--- config.mk ---
export PLATFORM = sky130hd
export DESIGN_NAME = operand_bypass_pipe_flat
export DESIGN_NICKNAME = d
export VERILOG_FILES = /design/src/rtl/operand_bypass_pipe_if.sv /design/src/rtl/operand_bypass_pipe.sv /design/src/flat_wrapper.sv
export SDC_FILE = /design/constraint.sdc
export NUM_CORES = 1
export LEC_CHECK = 0
export CORE_AREA = 2 2 73 144
export DETAILED_ROUTE_END_ITERATION = 8
export DIE_AREA = 0 0 75 146
export PLACE_DENSITY_LB_ADDON = 0.2
export SLEW_MARGIN = 40
export SYNTH_ARGS = -nofsm -noshare
export SYNTH_HDL_FRONTEND = slang
export SYNTH_SLANG_ARGS = --single-unit
--- constraint.sdc ---
create_clock -name clk -period 7.1 [get_ports clk]
set_clock_uncertainty 0.2 [all_clocks]
set_input_delay 1.775 -clock clk [delete_from_list [all_inputs] [get_ports clk]]
set_output_delay 1.775 -clock clk [all_outputs]
set_load 0.1 [all_outputs]
--- src/rtl/operand_bypass_pipe_if.sv ---
// Operand-source stage bus: ID-side register reads and tags, EX/DM results,
// and the operand/store-data/interlock outputs.
interface operand_bypass_pipe_if #(
    parameter int DW   = 16,
    parameter int AW   = 4,
    parameter int IMMW = 12
);
    logic            stall_ID_EX;
    logic            stall_EX_DM;
    logic            flush_ID_EX;
    logic [DW-1:0]   p0;
    logic [DW-1:0]   p1;
    logic [AW-1:0]   p0_addr;
    logic [AW-1:0]   p1_addr;
    logic            p0_rd;
    logic            p1_rd;
    logic [AW-1:0]   dst_addr_ID;
    logic            we_ID;
    logic            ld_ID;
    logic [IMMW-1:0] imm_ID_EX;
    logic [DW-1:0]   pc_ID_EX;
    logic [2:0]      src0sel_ID_EX;
    logic [1:0]      src1sel_ID_EX;
    logic [DW-1:0]   dst_EX_DM;
    logic [DW-1:0]   dst_DM_WB;
    logic [DW-1:0]   src0;
    logic [DW-1:0]   src1;
    logic [DW-1:0]   p0_EX_DM;
    logic            load_use_stall;

    modport master (
        output stall_ID_EX, stall_EX_DM, flush_ID_EX,
        output p0, p1, p0_addr, p1_addr, p0_rd, p1_rd,
        output dst_addr_ID, we_ID, ld_ID,
        output imm_ID_EX, pc_ID_EX, src0sel_ID_EX, src1sel_ID_EX,
        output dst_EX_DM, dst_DM_WB,
        input  src0, src1, p0_EX_DM, load_use_stall
    );

    modport slave (
        input  stall_ID_EX, stall_EX_DM, flush_ID_EX,
        input  p0, p1, p0_addr, p1_addr, p0_rd, p1_rd,
        input  dst_addr_ID, we_ID, ld_ID,
        input  imm_ID_EX, pc_ID_EX, src0sel_ID_EX, src1sel_ID_EX,
        input  dst_EX_DM, dst_DM_WB,
        output src0, src1, p0_EX_DM, load_use_stall
    );
endinterface

--- src/rtl/operand_bypass_pipe.sv ---
// ID->EX operand stage with internal tag tracking, EX/DM/WB forwarding and load-use interlock.
// Optional macro OPBYP_WB_FWD_EN: write-through of DM_WB data at ID_EX capture.
module operand_bypass_pipe #(
    parameter int DW   = 16,
    parameter int AW   = 4,
    parameter int IMMW = 12
) (
    input logic clk,
    input logic rst,
    operand_bypass_pipe_if.slave bus
);

    logic [AW-1:0]   ie_addr, ie_a0, ie_a1;
    logic            ie_we, ie_ld, ie_rd0, ie_rd1;
    logic [DW-1:0]   p0_ie, p1_ie;
    // The load flag only matters for the interlock, so only ID_EX keeps it.
    logic [AW-1:0]   ed_addr, dw_addr;
    logic            ed_we, dw_we;

    logic [IMMW-1:0] imm;
    logic            lus;
    logic            m0_ex, m0_wb, m1_ex, m1_wb;
    logic [DW-1:0]   rf_p0, rf_p1;
    logic [DW-1:0]   cap_p0, cap_p1;

    assign imm = bus.imm_ID_EX;

    assign lus = ie_ld && ie_we && (ie_addr != '0) &&
                 ((bus.p0_rd && (bus.p0_addr == ie_addr)) ||
                  (bus.p1_rd && (bus.p1_addr == ie_addr)));
    assign bus.load_use_stall = lus;

`ifdef OPBYP_WB_FWD_EN
    assign cap_p0 = (bus.p0_rd && dw_we && (bus.p0_addr == dw_addr) && (bus.p0_addr != '0))
                    ? bus.dst_DM_WB : bus.p0;
    assign cap_p1 = (bus.p1_rd && dw_we && (bus.p1_addr == dw_addr) && (bus.p1_addr != '0))
                    ? bus.dst_DM_WB : bus.p1;
`else
    assign cap_p0 = bus.p0;
    assign cap_p1 = bus.p1;
`endif

    always_ff @(posedge clk or posedge rst) begin
        if (rst) begin
            ie_addr <= '0;
            ie_a0   <= '0;
            ie_a1   <= '0;
            ie_we   <= 1'b0;
            ie_ld   <= 1'b0;
            ie_rd0  <= 1'b0;
            ie_rd1  <= 1'b0;
            p0_ie   <= '0;
            p1_ie   <= '0;
        end else if (bus.flush_ID_EX || lus) begin
            ie_addr <= '0;
            ie_a0   <= '0;
            ie_a1   <= '0;
            ie_we   <= 1'b0;
            ie_ld   <= 1'b0;
            ie_rd0  <= 1'b0;
            ie_rd1  <= 1'b0;
            p0_ie   <= '0;
            p1_ie   <= '0;
        end else if (!bus.stall_ID_EX) begin
            ie_addr <= bus.dst_addr_ID;
            ie_a0   <= bus.p0_addr;
            ie_a1   <= bus.p1_addr;
            ie_we   <= bus.we_ID;
            ie_ld   <= bus.ld_ID;
            ie_rd0  <= bus.p0_rd;
            ie_rd1  <= bus.p1_rd;
            p0_ie   <= cap_p0;
            p1_ie   <= cap_p1;
        end
    end

    // A stalled EX_DM still drains into DM_WB, so DM_WB sees a bubble.
    always_ff @(posedge clk or posedge rst) begin
        if (rst) begin
            ed_addr      <= '0;
            ed_we        <= 1'b0;
            dw_addr      <= '0;
            dw_we        <= 1'b0;
            bus.p0_EX_DM <= '0;
        end else if (!bus.stall_EX_DM) begin
            ed_addr      <= ie_addr;
            ed_we        <= ie_we;
            dw_addr      <= ed_addr;
            dw_we        <= ed_we;
            bus.p0_EX_DM <= rf_p0;
        end else begin
            dw_addr      <= '0;
            dw_we        <= 1'b0;
        end
    end

    always_comb begin
        m0_ex = ie_rd0 && ed_we && (ie_a0 == ed_addr) && (ie_a0 != '0);
        m0_wb = ie_rd0 && dw_we && (ie_a0 == dw_addr) && (ie_a0 != '0);
        m1_ex = ie_rd1 && ed_we && (ie_a1 == ed_addr) && (ie_a1 != '0);
        m1_wb = ie_rd1 && dw_we && (ie_a1 == dw_addr) && (ie_a1 != '0);
        rf_p0 = m0_ex ? bus.dst_EX_DM : (m0_wb ? bus.dst_DM_WB : p0_ie);
        rf_p1 = m1_ex ? bus.dst_EX_DM : (m1_wb ? bus.dst_DM_WB : p1_ie);
    end

    always_comb begin
        bus.src0 = '0;
        case (bus.src0sel_ID_EX)
            3'd0:    bus.src0 = rf_p0;
            3'd1:    bus.src0 = {{(DW-9){imm[8]}}, imm[8:0]};
            3'd2:    bus.src0 = {{(DW-12){imm[11]}}, imm[11:0]};
            3'd3:    bus.src0 = {{(DW-4){1'b0}}, imm[3:0]};
            default: bus.src0 = {{(DW-4){imm[3]}}, imm[3:0]};
        endcase
    end

    always_comb begin
        bus.src1 = '0;
        case (bus.src1sel_ID_EX)
            2'd0:    bus.src1 = rf_p1;
            2'd1:    bus.src1 = bus.pc_ID_EX;
            2'd2:    bus.src1 = {{(DW-4){imm[3]}}, imm[3:0]};
            default: bus.src1 = {{(DW-8){imm[7]}}, imm[7:0]};
        endcase
    end

endmodule

--- src/flat_wrapper.sv ---
// flat-port wrapper written by rule: the top's interface ports become plain ports
module operand_bypass_pipe_flat 
#(
    parameter int DW   = 16,
    parameter int AW   = 4,
    parameter int IMMW = 12
)
  (clk, rst, bus_stall_ID_EX, bus_stall_EX_DM, bus_flush_ID_EX, bus_p0, bus_p1, bus_p0_addr, bus_p1_addr, bus_p0_rd, bus_p1_rd, bus_dst_addr_ID, bus_we_ID, bus_ld_ID, bus_imm_ID_EX, bus_pc_ID_EX, bus_src0sel_ID_EX, bus_src1sel_ID_EX, bus_dst_EX_DM, bus_dst_DM_WB, bus_src0, bus_src1, bus_p0_EX_DM, bus_load_use_stall);
  operand_bypass_pipe_if #(.DW(DW), .AW(AW), .IMMW(IMMW)) bus_i ();
  input logic clk;
  input logic rst;
  input wire logic [$bits(bus_i.stall_ID_EX)-1:0] bus_stall_ID_EX;
  input wire logic [$bits(bus_i.stall_EX_DM)-1:0] bus_stall_EX_DM;
  input wire logic [$bits(bus_i.flush_ID_EX)-1:0] bus_flush_ID_EX;
  input wire logic [$bits(bus_i.p0)-1:0] bus_p0;
  input wire logic [$bits(bus_i.p1)-1:0] bus_p1;
  input wire logic [$bits(bus_i.p0_addr)-1:0] bus_p0_addr;
  input wire logic [$bits(bus_i.p1_addr)-1:0] bus_p1_addr;
  input wire logic [$bits(bus_i.p0_rd)-1:0] bus_p0_rd;
  input wire logic [$bits(bus_i.p1_rd)-1:0] bus_p1_rd;
  input wire logic [$bits(bus_i.dst_addr_ID)-1:0] bus_dst_addr_ID;
  input wire logic [$bits(bus_i.we_ID)-1:0] bus_we_ID;
  input wire logic [$bits(bus_i.ld_ID)-1:0] bus_ld_ID;
  input wire logic [$bits(bus_i.imm_ID_EX)-1:0] bus_imm_ID_EX;
  input wire logic [$bits(bus_i.pc_ID_EX)-1:0] bus_pc_ID_EX;
  input wire logic [$bits(bus_i.src0sel_ID_EX)-1:0] bus_src0sel_ID_EX;
  input wire logic [$bits(bus_i.src1sel_ID_EX)-1:0] bus_src1sel_ID_EX;
  input wire logic [$bits(bus_i.dst_EX_DM)-1:0] bus_dst_EX_DM;
  input wire logic [$bits(bus_i.dst_DM_WB)-1:0] bus_dst_DM_WB;
  output wire logic [$bits(bus_i.src0)-1:0] bus_src0;
  output wire logic [$bits(bus_i.src1)-1:0] bus_src1;
  output wire logic [$bits(bus_i.p0_EX_DM)-1:0] bus_p0_EX_DM;
  output wire logic [$bits(bus_i.load_use_stall)-1:0] bus_load_use_stall;
  assign bus_i.stall_ID_EX = bus_stall_ID_EX;
  assign bus_i.stall_EX_DM = bus_stall_EX_DM;
  assign bus_i.flush_ID_EX = bus_flush_ID_EX;
  assign bus_i.p0 = bus_p0;
  assign bus_i.p1 = bus_p1;
  assign bus_i.p0_addr = bus_p0_addr;
  assign bus_i.p1_addr = bus_p1_addr;
  assign bus_i.p0_rd = bus_p0_rd;
  assign bus_i.p1_rd = bus_p1_rd;
  assign bus_i.dst_addr_ID = bus_dst_addr_ID;
  assign bus_i.we_ID = bus_we_ID;
  assign bus_i.ld_ID = bus_ld_ID;
  assign bus_i.imm_ID_EX = bus_imm_ID_EX;
  assign bus_i.pc_ID_EX = bus_pc_ID_EX;
  assign bus_i.src0sel_ID_EX = bus_src0sel_ID_EX;
  assign bus_i.src1sel_ID_EX = bus_src1sel_ID_EX;
  assign bus_i.dst_EX_DM = bus_dst_EX_DM;
  assign bus_i.dst_DM_WB = bus_dst_DM_WB;
  assign bus_src0 = bus_i.src0;
  assign bus_src1 = bus_i.src1;
  assign bus_p0_EX_DM = bus_i.p0_EX_DM;
  assign bus_load_use_stall = bus_i.load_use_stall;
  operand_bypass_pipe #(.DW(DW), .AW(AW), .IMMW(IMMW)) u_core (.clk(clk), .rst(rst), .bus(bus_i));
endmodule
==> metrics.txt, run 1 <==
cell taking the most area after synthesis dfrtp_1; max_slew headroom 0.459; Syn Nets 621; antenna violations before repair 0; # hold bufs at CTS 0; Total Power 1.38 mW; CP Class in -> out; register area share after synthesis 0.388; crit path max-delay cell type nor2_1; Final ANT Viol Nets 0; placed cell areas 6280 um2; vias per cell 5.97; Worst Setup End Kind primary output; CTS tree built; Synth top cells by count nor3_1, dfrtp_1, mux2i_1; largest net degree at the start of global routing 75; run status completed; yosys warns 0; clk root buf clkbuf_16; drt pass-1 iters 5; Seq cells post-synth 74; final period utilization 0.811; simple-gate share of the synthesized area 0.180; LEAKAGE 2.76 nW; clock sinks 74; worst slew pin tran 0.812 ns; post-route cell area 6580 um2; sequential power share 0.346; Routed WL per cell 20.8 um; Die H 146 um; clock share of power 0.324; Post-synth EDFFs 0; HPWL Detailed 12500 um; clk slew on worst S/H paths 0.05 ns; Syn Inst Count 503; Cell Chain, Critical Path clkdlybuf4s50_1 -> nor2_1 -> o21ai_0 -> o21ai_0 -> buf_4; post_cts resized 0; Combinational Power Share 0.330; share of cells above drive strength 1 0.178; port bufs 166; crit-path max FO 16; slowest stage delay, CP 0.65 ns; largest family of logic cells by synthesized area compound AO/OA/AOI/OAI gates; Net Sw Frac 0.363; final WL 16200 um; CP bufs+invs 2; die area 11000 um2; RSZ-0062 raised after global routing no; first-pass GRT wire length 24100 um; pwr dens 209 nW/um2; FF-to-FF setup slack 4.35 ns; Final Net Count 760; Core Area 9760 um2; Syn Std Cell Area 4770 um2; row count 51; Setup Viol. Count Final 0; total grt overflow 0; Total GRT Usage 0.298; DR vias 4653; Fin. Hold Viols 0; drt drc 0; RePlAce Congestion 0.970; worst vdd rail ir drop 179 uV; vias in the first global route 4730; Primary FF master, synth dfrtp_1; Initial Utilization 0.489; antenna fix cells 0; Internal Power 0.877 mW; max cap viols 0; post-synthesis adder-cell area fraction 0; H-Tree Depth 3; Syn Area/Cell 9.49 um2; post-synth top area share 0.388; Pins Over Slew Limit 0; Crit path required time 5.12 ns; postcts setup bufs 0; NetSw 0.501 mW; Die W 75 um; clock buffer depth 2; Synth cell types 44; Area growth, synth to finish 37.9%; mux cell area share after synthesis 0.112; XOR/XNOR share of the synthesized area 0.0485; asr flop ratio synth 1.00; CP delay by family, top buffers and inverters; Hold WC Path Type reg -> reg; Worst Path Arrival 3.78 ns; initial DRC count 258; CP startpoint kind primary input; Area contributors post-synth dfrtp_1, mux2i_1, nor3_1, a211oi_4, a211oi_1; I/O pins 167; most common cell in the netlist nor3_1; post-route minimum period 5.76 ns; most used cell, CP o21ai_0; Synth Area in Compound Gates 0.225; Setup TNS 0 ns; Worst-Skew Late Latency 0.33 ns; fmax 174 MHz; TritonCTS Buffers 9
==> logic make-up (layout without fill, tap and decap cells) <==
logic type                after synthesis  after routing
AOI/OAI and AO/OA                     131            131
xor gates and xnor gates               23             23
muxes                                  53             53
and+or+nand+nor                       176            176
DFF                                    74             74
buffers and inverters                  46            190
==> state kept, by name (all words and copies together) (netlist names) <==
signal,cells
u_core.ie_rd0,1
u_core.ie_rd1,1
u_core.ie_we,1
u_core.ed_addr,4
u_core.ie_addr,4
u_core.bus.p0_EX_DM,16
u_core.p1_ie,16
u_core.ed_we,1
u_core.ie_a0,4
u_core.ie_ld,1
u_core.p0_ie,16
u_core.ie_a1,4
u_core.dw_we,1
u_core.dw_addr,4
==> metal layers <==
layer	GRT usage	wire [um]	vias up	share of wire
met4	0.227	1440	0	0.089
met2	0.524	8560	239	0.53
li1	-	-	2135	-
met1	0.292	5270	2205	0.33
met5	0	0	-	0
met3	0.0443	918	74	0.057
==> final cells by class <==
type,count,area (um2)
clock buffers,11,243
clock inverters,5,53.8
fillers,822,3180
inverters,2,7.51
multi-input cells,383,2720
flip-flops and latches,74,1850
well taps,132,165
repair buffers,172,1540
==> per-stage QoR <==
stage,cells,utilization,worst slack (ns),hold slack (ns)
after floorplan,503,-,0.288,0.294
after global placement,762,0.650,1.28,0.259
after detailed placement,762,0.643,1.37,0.268
after CTS,778,0.673,1.38,0.280
after global routing,779,0.674,1.13,0.305
final,779,0.674,1.34,0.284
==> worst paths after layout <==
| check | startpoint | end | cells past startpoint |
|---|---|---|---|
| max | bus_src1sel_ID_EX[1] | bus_src1[4] | 5 |
| min | u_core.bus.p0_EX_DM[10]$_DFFE_PP0N_ | u_core.bus.p0_EX_DM[10]$_DFFE_PP0N_ | 2 |
| max reg2reg | u_core.ie_a0[1]$_DFFE_PP0P_ | u_core.bus.p0_EX_DM[9]$_DFFE_PP0N_ | 5 |
| min reg2reg | u_core.bus.p0_EX_DM[10]$_DFFE_PP0N_ | u_core.bus.p0_EX_DM[10]$_DFFE_PP0N_ | 2 |
| max in group asynchronous | rst | u_core.ie_we$_DFFE_PP0P_ | 3 |
| min in group asynchronous | rst | u_core.p1_ie[8]$_DFFE_PP0P_ | 3 |
==> placed cells by master (no fill, tap or decap), drive strengths merged <==
master         synthesis  layout
clkdlybuf4s50          0     116
nor3                  82      82
dfrtp                 74      74
buf                   13      56
mux2i                 48      48
nand2                 43      43
o21ai                 37      37
a211oi                32      32
o31ai                 25      25
nor2                  22      22
a21oi                 19      19
xnor2                 16      16
clkbuf                31      11
nor2b                  9       9
xor2                   7       7
a22oi                  7       7
o32ai                  7       7
nand3                  6       6
mux2                   5       5
or3                    4       4
clkinv                 0       4
nand2b                 2       2
inv                    2       2
or2                    2       2
or4                    1       1
nand4                  1       1
o41ai                  1       1
or3b                   1       1
and2                   1       1
a21o                   1       1
nor3b                  1       1
and3                   1       1
o2111ai                1       1
a21boi                 1       1
bufinv                 0       1
==> power groups by stage <==
stage          logic (mW)  clock network [mW]  registers [mW]
2_1_floorplan       0.261                   0           0.530
3_3_place_gp        0.453                   0           0.482
3_5_place_dp        0.452                   0           0.483
4_1_cts             0.454               0.455           0.476
5_1_grt             0.474               0.476           0.479
6_report            0.454               0.447           0.477
==> tightest hold or removal path, delay by kind of cell (launching register included) <==
kind / cells / cell delay, ns
AOI/OAI and AO/OA: 1 / 0.06
DFF: 1 / 0.34
and+or+nand+nor: 1 / 0.06
(Power assumes the default switching activity.)
==> inputs of run 2 (changes only) <==
--- a/config.mk
+++ b/config.mk
@@ -5,9 +5,9 @@
 export SDC_FILE = /design/constraint.sdc
 export NUM_CORES = 1
 export LEC_CHECK = 0
-export CORE_AREA = 2 2 73 144
+export CORE_AREA = 2 2 76 150
 export DETAILED_ROUTE_END_ITERATION = 8
-export DIE_AREA = 0 0 75 146
+export DIE_AREA = 0 0 78 152
 export PLACE_DENSITY_LB_ADDON = 0.2
 export SLEW_MARGIN = 40
 export SYNTH_ARGS = -nofsm -noshare
==> constraint.sdc (replaced) <==
create_clock -name clk -period 5.3 [get_ports clk]
set_clock_uncertainty 0.2 [all_clocks]
set_input_delay 1.325 -clock clk [delete_from_list [all_inputs] [get_ports clk]]
set_output_delay 1.325 -clock clk [all_outputs]
set_load 0.1 [all_outputs]
==> run 2 against run 1 <==
Compared with the run above:
- via count is 0.71% higher
- design area is 8.0% higher
- register-to-register slack worse by 1.8 ns
- combinational power is 51% higher
- core utilization is 1.7 points lower
- clock power is 59% higher
- worst hold slack worse by 0.0084 ns
- count of clock-buffer cells in the layout is 1 higher
- total power is 47% higher
- flip-flop and latch count stayed put
- largest cell class unchanged
- critical path depth is 1 lower
- cell count is 2.1% higher
- highest routed layer unchanged
==> metrics.txt, run 2 (synthesis gave the netlist of run 1 again) <==
CTS tree built (unchanged); drt drc 0 (unchanged); row count 54 (was 51); post-route cell area 7110 um2 (was 6580 um2); port bufs 166 (unchanged); postcts setup bufs 0 (unchanged); final period utilization 0.920; Hold WC Path Type reg -> reg (unchanged); Total Power 2.03 mW (was 1.38 mW); Critical R2R Launch u_core.ie_a0[1]$_DFFE_PP0P_ (unchanged); first-pass GRT wire length 25600 um (was 24100 um); clk slew on worst S/H paths 0.06 ns (was 0.05 ns); largest net degree at the start of global routing 49 (was 75); final WL 17000 um (was 16200 um); H-Tree Depth 3 (unchanged); Initial Utilization 0.442 (was 0.489); antenna fix cells 0 (unchanged); # hold bufs at CTS 0 (unchanged); post_cts resized 0 (unchanged); DR vias 4686 (was 4653); Final ANT Viol Nets 0 (unchanged); antenna violations before repair 0 (unchanged); pwr dens 286 nW/um2 (was 209 nW/um2); clock buffer depth 2 (unchanged); worst reg-to-reg path cell count 6 (was 5); I/O pins 167 (unchanged); LEAKAGE 2.95 nW (was 2.76 nW); Core Area 10800 um2 (was 9760 um2); share of cells above drive strength 1 0.185 (was 0.178); Routed WL per cell 21.3 um (was 20.8 um); crit-path max FO 15 (was 16); top flop regs u_core.bus.p0_EX_DM (16), u_core.p0_ie (16), u_core.p1_ie (16) (unchanged); Die H 152 um (was 146 um); Final Net Count 768 (was 760); Area growth, synth to finish 48.9% (was 37.9%); Worst Setup End Kind primary output (unchanged); worst vdd rail ir drop 236 uV (was 179 uV); clock sinks 74 (unchanged); total grt overflow 0 (unchanged); post-route minimum period 4.88 ns; Die W 78 um (was 75 um); Crit path required time 3.77 ns (was 5.12 ns); Hold Path Origin u_core.bus.p0_EX_DM[2]$_DFFE_PP0N_ (was u_core.bus.p0_EX_DM[10]$_DFFE_PP0N_); RePlAce Congestion 0.918 (was 0.970); drt pass-1 iters 5 (unchanged); CP Class in -> out (unchanged); RSZ-0062 raised after global routing no (unchanged); FF-to-FF setup slack 2.51 ns (was 4.35 ns); initial DRC count 246 (was 258); most common cell after layout, fill and taps aside clkdlybuf4s50_1 (unchanged); Setup TNS 0 ns (unchanged); Pins Over Slew Limit 0 (unchanged); placed cell areas 6760 um2 (was 6280 um2); Setup Viol. Count Final 0 (unchanged); Worst Hold Path EP u_core.bus.p0_EX_DM[2]$_DFFE_PP0N_ (was u_core.bus.p0_EX_DM[10]$_DFFE_PP0N_); HPWL Detailed 13400 um (was 12500 um); Total GRT Usage 0.285 (was 0.298); die area 11900 um2 (was 11000 um2); Fin. Hold Viols 0 (unchanged); RR Endpoint u_core.bus.p0_EX_DM[3]$_DFFE_PP0N_ (was u_core.bus.p0_EX_DM[9]$_DFFE_PP0N_); TritonCTS Buffers 9 (unchanged); Worst Path Arrival 3.35 ns (was 3.78 ns); clk root buf clkbuf_16 (unchanged); worst hold slack 0.276 ns (was 0.284 ns); vias in the first global route 4874 (was 4730); fmax 205 MHz; vias per cell 5.89 (was 5.97); Worst Hold Depth 2 (unchanged); CP startpoint kind primary input (unchanged); worst slew pin tran 0.800 ns (was 0.812 ns); run status completed (unchanged); most frequent cells in the layout clkdlybuf4s50_1, nor3_1, dfrtp_1 (unchanged); max cap viols 0 (unchanged); max_slew headroom 0.465 (was 0.459); Worst-Skew Late Latency 0.34 ns (was 0.33 ns)
-- run 2: cell count changes in the layout (fill, tap and decap cells not counted), sizes merged --
cell,before,now
bufinv,1,3
clkinv,4,1
clkdlybuf4s50,116,115
buf,56,65
clkbuf,11,12
-- run 2: layout make-up --
cell class,count,area [um2]
Inverter,2,10.0
Clock inverter,4,98.8
Timing Repair Buffer,180,2010
Fill cell,906,3700
Tap cell,140,175
Multi-Input combinational cell,383,2720
Sequential cell,74,1850
Clock buffer,12,246
-- run 2: how the worst max path moves through the flow --
stage | from | to | slack (ns) | depth (start not counted)
2_1_floorplan | bus_src0sel_ID_EX[2] | bus_src0[10] | -0.61 | 4
3_3_place_gp | bus_src0sel_ID_EX[2] | bus_src0[12] | 0.55 | 4
4_1_cts | bus_src0sel_ID_EX[2] | bus_src0[9] | 0.46 | 4
5_1_grt | bus_src0sel_ID_EX[2] | bus_src0[9] | 0.38 | 4
3_5_place_dp | bus_src0sel_ID_EX[2] | bus_src0[9] | 0.48 | 4
6_report | bus_src0sel_ID_EX[2] | bus_src0[9] | 0.42 | 4
-- run 2: critical path: stages --
cell             delay [ns]
clkdlybuf4s50_1        0.49
or3_1                  0.72
o32ai_1                0.57
buf_12                 0.24
-- run 2: metrics by stage --
stage	instances	utilization	setup slack, ns
after global placement	779	0.632	0.554
final	795	0.658	0.422
after global routing	795	0.658	0.377
after floorplan	503	-	-0.612
after CTS	795	0.657	0.460
after detailed placement	779	0.625	0.477
-- run 2: where the power goes --
part	internal, mW	switching, mW
registers	0.601	0.0348
clock network	0.474	0.235
logic	0.258	0.428
-- run 2: metal layers --
layer / track usage / vias to the layer above / part of all wire
met5: 0 / - / 0
met4: 0.232 / 0 / 0.085
met3: 0.0511 / 82 / 0.053
met2: 0.506 / 233 / 0.53
met1: 0.280 / 2233 / 0.33
li1: - / 2138 / -
==> inputs of run 3 (changes only) <==
--- a/config.mk
+++ b/config.mk
@@ -5,9 +5,10 @@
 export SDC_FILE = /design/constraint.sdc
 export NUM_CORES = 1
 export LEC_CHECK = 0
-export CORE_AREA = 2 2 76 150
+export CORE_AREA = 2 2 75 148
+export CTS_BUF_LIST = sky130_fd_sc_hd__clkbuf_8
 export DETAILED_ROUTE_END_ITERATION = 8
-export DIE_AREA = 0 0 78 152
+export DIE_AREA = 0 0 77 150
 export PLACE_DENSITY_LB_ADDON = 0.2
 export SLEW_MARGIN = 40
 export SYNTH_ARGS = -nofsm -noshare
==> run 3 against run 2 <==
Compared with the run above:
- register-to-register slack better by 0.03 ns
- design area down 2.2%
- count of clock-buffer cells in the layout down 1
- sequential power about the same
- global-route usage up 1.2 points
- core utilization up 0.62 points
- critical path type unchanged
- critical endpoint is now bus_src0[14]
==> metrics.txt, run 3 (synthesis gave the netlist of run 1 again) <==
run status completed (unchanged); Core Area 10500 um2 (was 10800 um2); RSZ-0062 raised after global routing no (unchanged); Worst Setup End Kind primary output (unchanged); CP startpoint kind primary input (unchanged); DR WL met2 9370 um (was 9030 um); vias in the first global route 4685 (was 4874); met3 WL 808 um (was 902 um); Critical R2R Launch u_core.ie_a0[1]$_DFFE_PP0P_ (unchanged); final WL 17100 um (was 17000 um); CP bufs+invs 2 (unchanged); Worst-Skew Late Latency 0.37 ns (was 0.34 ns); worst slew pin tran 0.769 ns (was 0.800 ns); RR Endpoint u_core.bus.p0_EX_DM[6]$_DFFE_PP0N_ (was u_core.bus.p0_EX_DM[3]$_DFFE_PP0N_); CP Class in -> out (unchanged); CTS tree built (unchanged); most frequent cells in the layout clkdlybuf4s50_1, nor3_1, dfrtp_1 (unchanged); top routing layer in use met4 (unchanged); TritonCTS Buffers 9 (unchanged); drt drc 0 (unchanged); Routed WL per cell 21.6 um (was 21.3 um); Worst Hold Path EP u_core.bus.p0_EX_DM[0]$_DFFE_PP0N_ (was u_core.bus.p0_EX_DM[2]$_DFFE_PP0N_); most common cell after layout, fill and taps aside clkdlybuf4s50_1 (unchanged); initial DRC count 244 (was 246); antenna violations before repair 0 (unchanged); Cell Chain, Critical Path clkdlybuf4s50_1 -> or3_1 -> o32ai_1 -> buf_12 (unchanged); postcts setup bufs 0 (unchanged); Hold Path Origin u_core.bus.p0_EX_DM[0]$_DFFE_PP0N_ (was u_core.bus.p0_EX_DM[2]$_DFFE_PP0N_); Worst Hold Depth 2 (unchanged); clock share of power 0.259 (was 0.349); post_cts resized 0 (unchanged); largest net degree at the start of global routing 50 (was 49); total grt overflow 0 (unchanged); top flop regs u_core.bus.p0_EX_DM (16), u_core.p0_ie (16), u_core.p1_ie (16) (unchanged); DRT met1 WL 5880 um (was 5600 um); final period utilization 0.911 (was 0.920); Internal Power 1.10 mW (was 1.33 mW); worst vdd rail ir drop 194 uV (was 236 uV); die area 11600 um2 (was 11900 um2); H-Tree Depth 3 (unchanged); Fin. Hold Viols 0 (unchanged); slowest stage delay, CP 0.71 ns (was 0.72 ns); Crit path required time 3.77 ns (about the same); HPWL Detailed 13500 um (was 13400 um); Worst Path Arrival 3.31 ns (was 3.35 ns); Final ANT Viol Nets 0 (unchanged); Total Power 1.78 mW (was 2.03 mW); I/O pins 167 (unchanged); Area growth, synth to finish 45.7% (was 48.9%); Setup Viol. Count Final 0 (unchanged); crit-path max FO 15 (unchanged); # hold bufs at CTS 0 (unchanged); max_slew headroom 0.486 (was 0.465); RePlAce Congestion 0.894 (was 0.918); DR vias 4600 (was 4686); Die H 150 um (was 152 um); clk root buf clkbuf_8 (was clkbuf_16); Hold WC Path Type reg -> reg (unchanged); pwr dens 256 nW/um2 (was 286 nW/um2); clock sinks 74 (unchanged); vias per cell 5.82 (was 5.89); post-route minimum period 4.83 ns (was 4.88 ns); worst reg-to-reg path cell count 6 (unchanged); Die W 77 um (was 78 um); Net Sw Frac 0.384 (was 0.344); clock buffer depth 2 (unchanged); crit path max-delay cell type or3_1 (unchanged); Worst setup startpoint bus_src0sel_ID_EX[2] (unchanged); sequential power share 0.358 (was 0.313); Final Net Count 767 (was 768); final core occ 0.664 (was 0.658); drt pass-1 iters 4 (was 5); share of cells above drive strength 1 0.184 (was 0.185); Pins Over Slew Limit 0 (unchanged); Initial Utilization 0.456 (was 0.442); Total GRT Usage 0.297 (was 0.285); fmax 207 MHz (was 205 MHz); Combinational Power Share 0.382 (was 0.338); row count 53 (was 54); FF-to-FF setup slack 2.54 ns (was 2.51 ns); CP delay by family, top buffers and inverters (unchanged); max cap viols 0 (unchanged); first-pass GRT wire length 25700 um (was 25600 um); LEAKAGE 2.88 nW (was 2.95 nW); NetSw 0.682 mW (was 0.698 mW); port bufs 166 (unchanged); clk slew on worst S/H paths 0.07 ns (was 0.06 ns); antenna fix cells 0 (unchanged)
-- run 3: cell count changes in the layout (fill, tap and decap cells not counted) --
cell,delta
buf_2,+1
buf_4,-3
bufinv_16,-2
clkbuf_1,-2
clkbuf_16,-9
clkbuf_8,+10
clkdlybuf4s50_1,+1
clkinv_2,+1
clkinvlp_4,+1
-- run 3: through the flow --
stage	TNS (ns)	cells	setup WS (ns)	hold WS, ns	instance area, um2
4_1_cts	0	790	0.480	0.278	6960
5_1_grt	0	790	0.412	0.306	6960
6_report	0	790	0.470	0.275	6960
3_5_place_dp	0	775	0.492	0.262	6750
2_1_floorplan	-2.67	503	-0.612	0.294	4770
3_3_place_gp	0	775	0.558	0.269	6830
-- run 3: routing by layer --
metal  vias to the layer above  track usage
met3                        52       0.0501
met4                         0        0.182
met1                      2231        0.299
met2                       180        0.560
li1                       2137            -
met5                         -            0
-- run 3: how the worst max path moves through the flow --
stage / endpoint / slack, ns / cells after the start
finish: bus_src0[14] / 0.47 / 4
global route: bus_src0[14] / 0.41 / 4
CTS: bus_src0[14] / 0.48 / 4
detailed placement: bus_src0[14] / 0.49 / 4
global placement: bus_src0[13] / 0.56 / 4
floorplan: bus_src0[10] / -0.61 / 4
-- run 3: worst reg2reg max path, cell delays in order, from the launching register on --
cell and delay (ns):
dfrtp_1 0.48, xnor2_2 0.25, nand4_4 0.27, or3_1 0.64, buf_4 0.31, a211oi_4 0.39
o31ai_2 0.11
-- run 3: power by group through the flow --
stage | clock network (mW) | registers (mW) | logic, mW
after floorplan | 0 | 0.710 | 0.350
after global placement | 0 | 0.645 | 0.681
after detailed placement | 0 | 0.647 | 0.679
after CTS | 0.464 | 0.636 | 0.681
after global routing | 0.484 | 0.641 | 0.708
final | 0.461 | 0.637 | 0.680
-- run 3: area by class of cell --
class,count,area (um2)
inverters,2,10.0
repair buffers,179,2000
fillers,904,3520
clock inverters,4,51.3
multi-input cells,383,2720
well taps,137,171
flip-flops and latches,74,1850
clock buffers,11,151
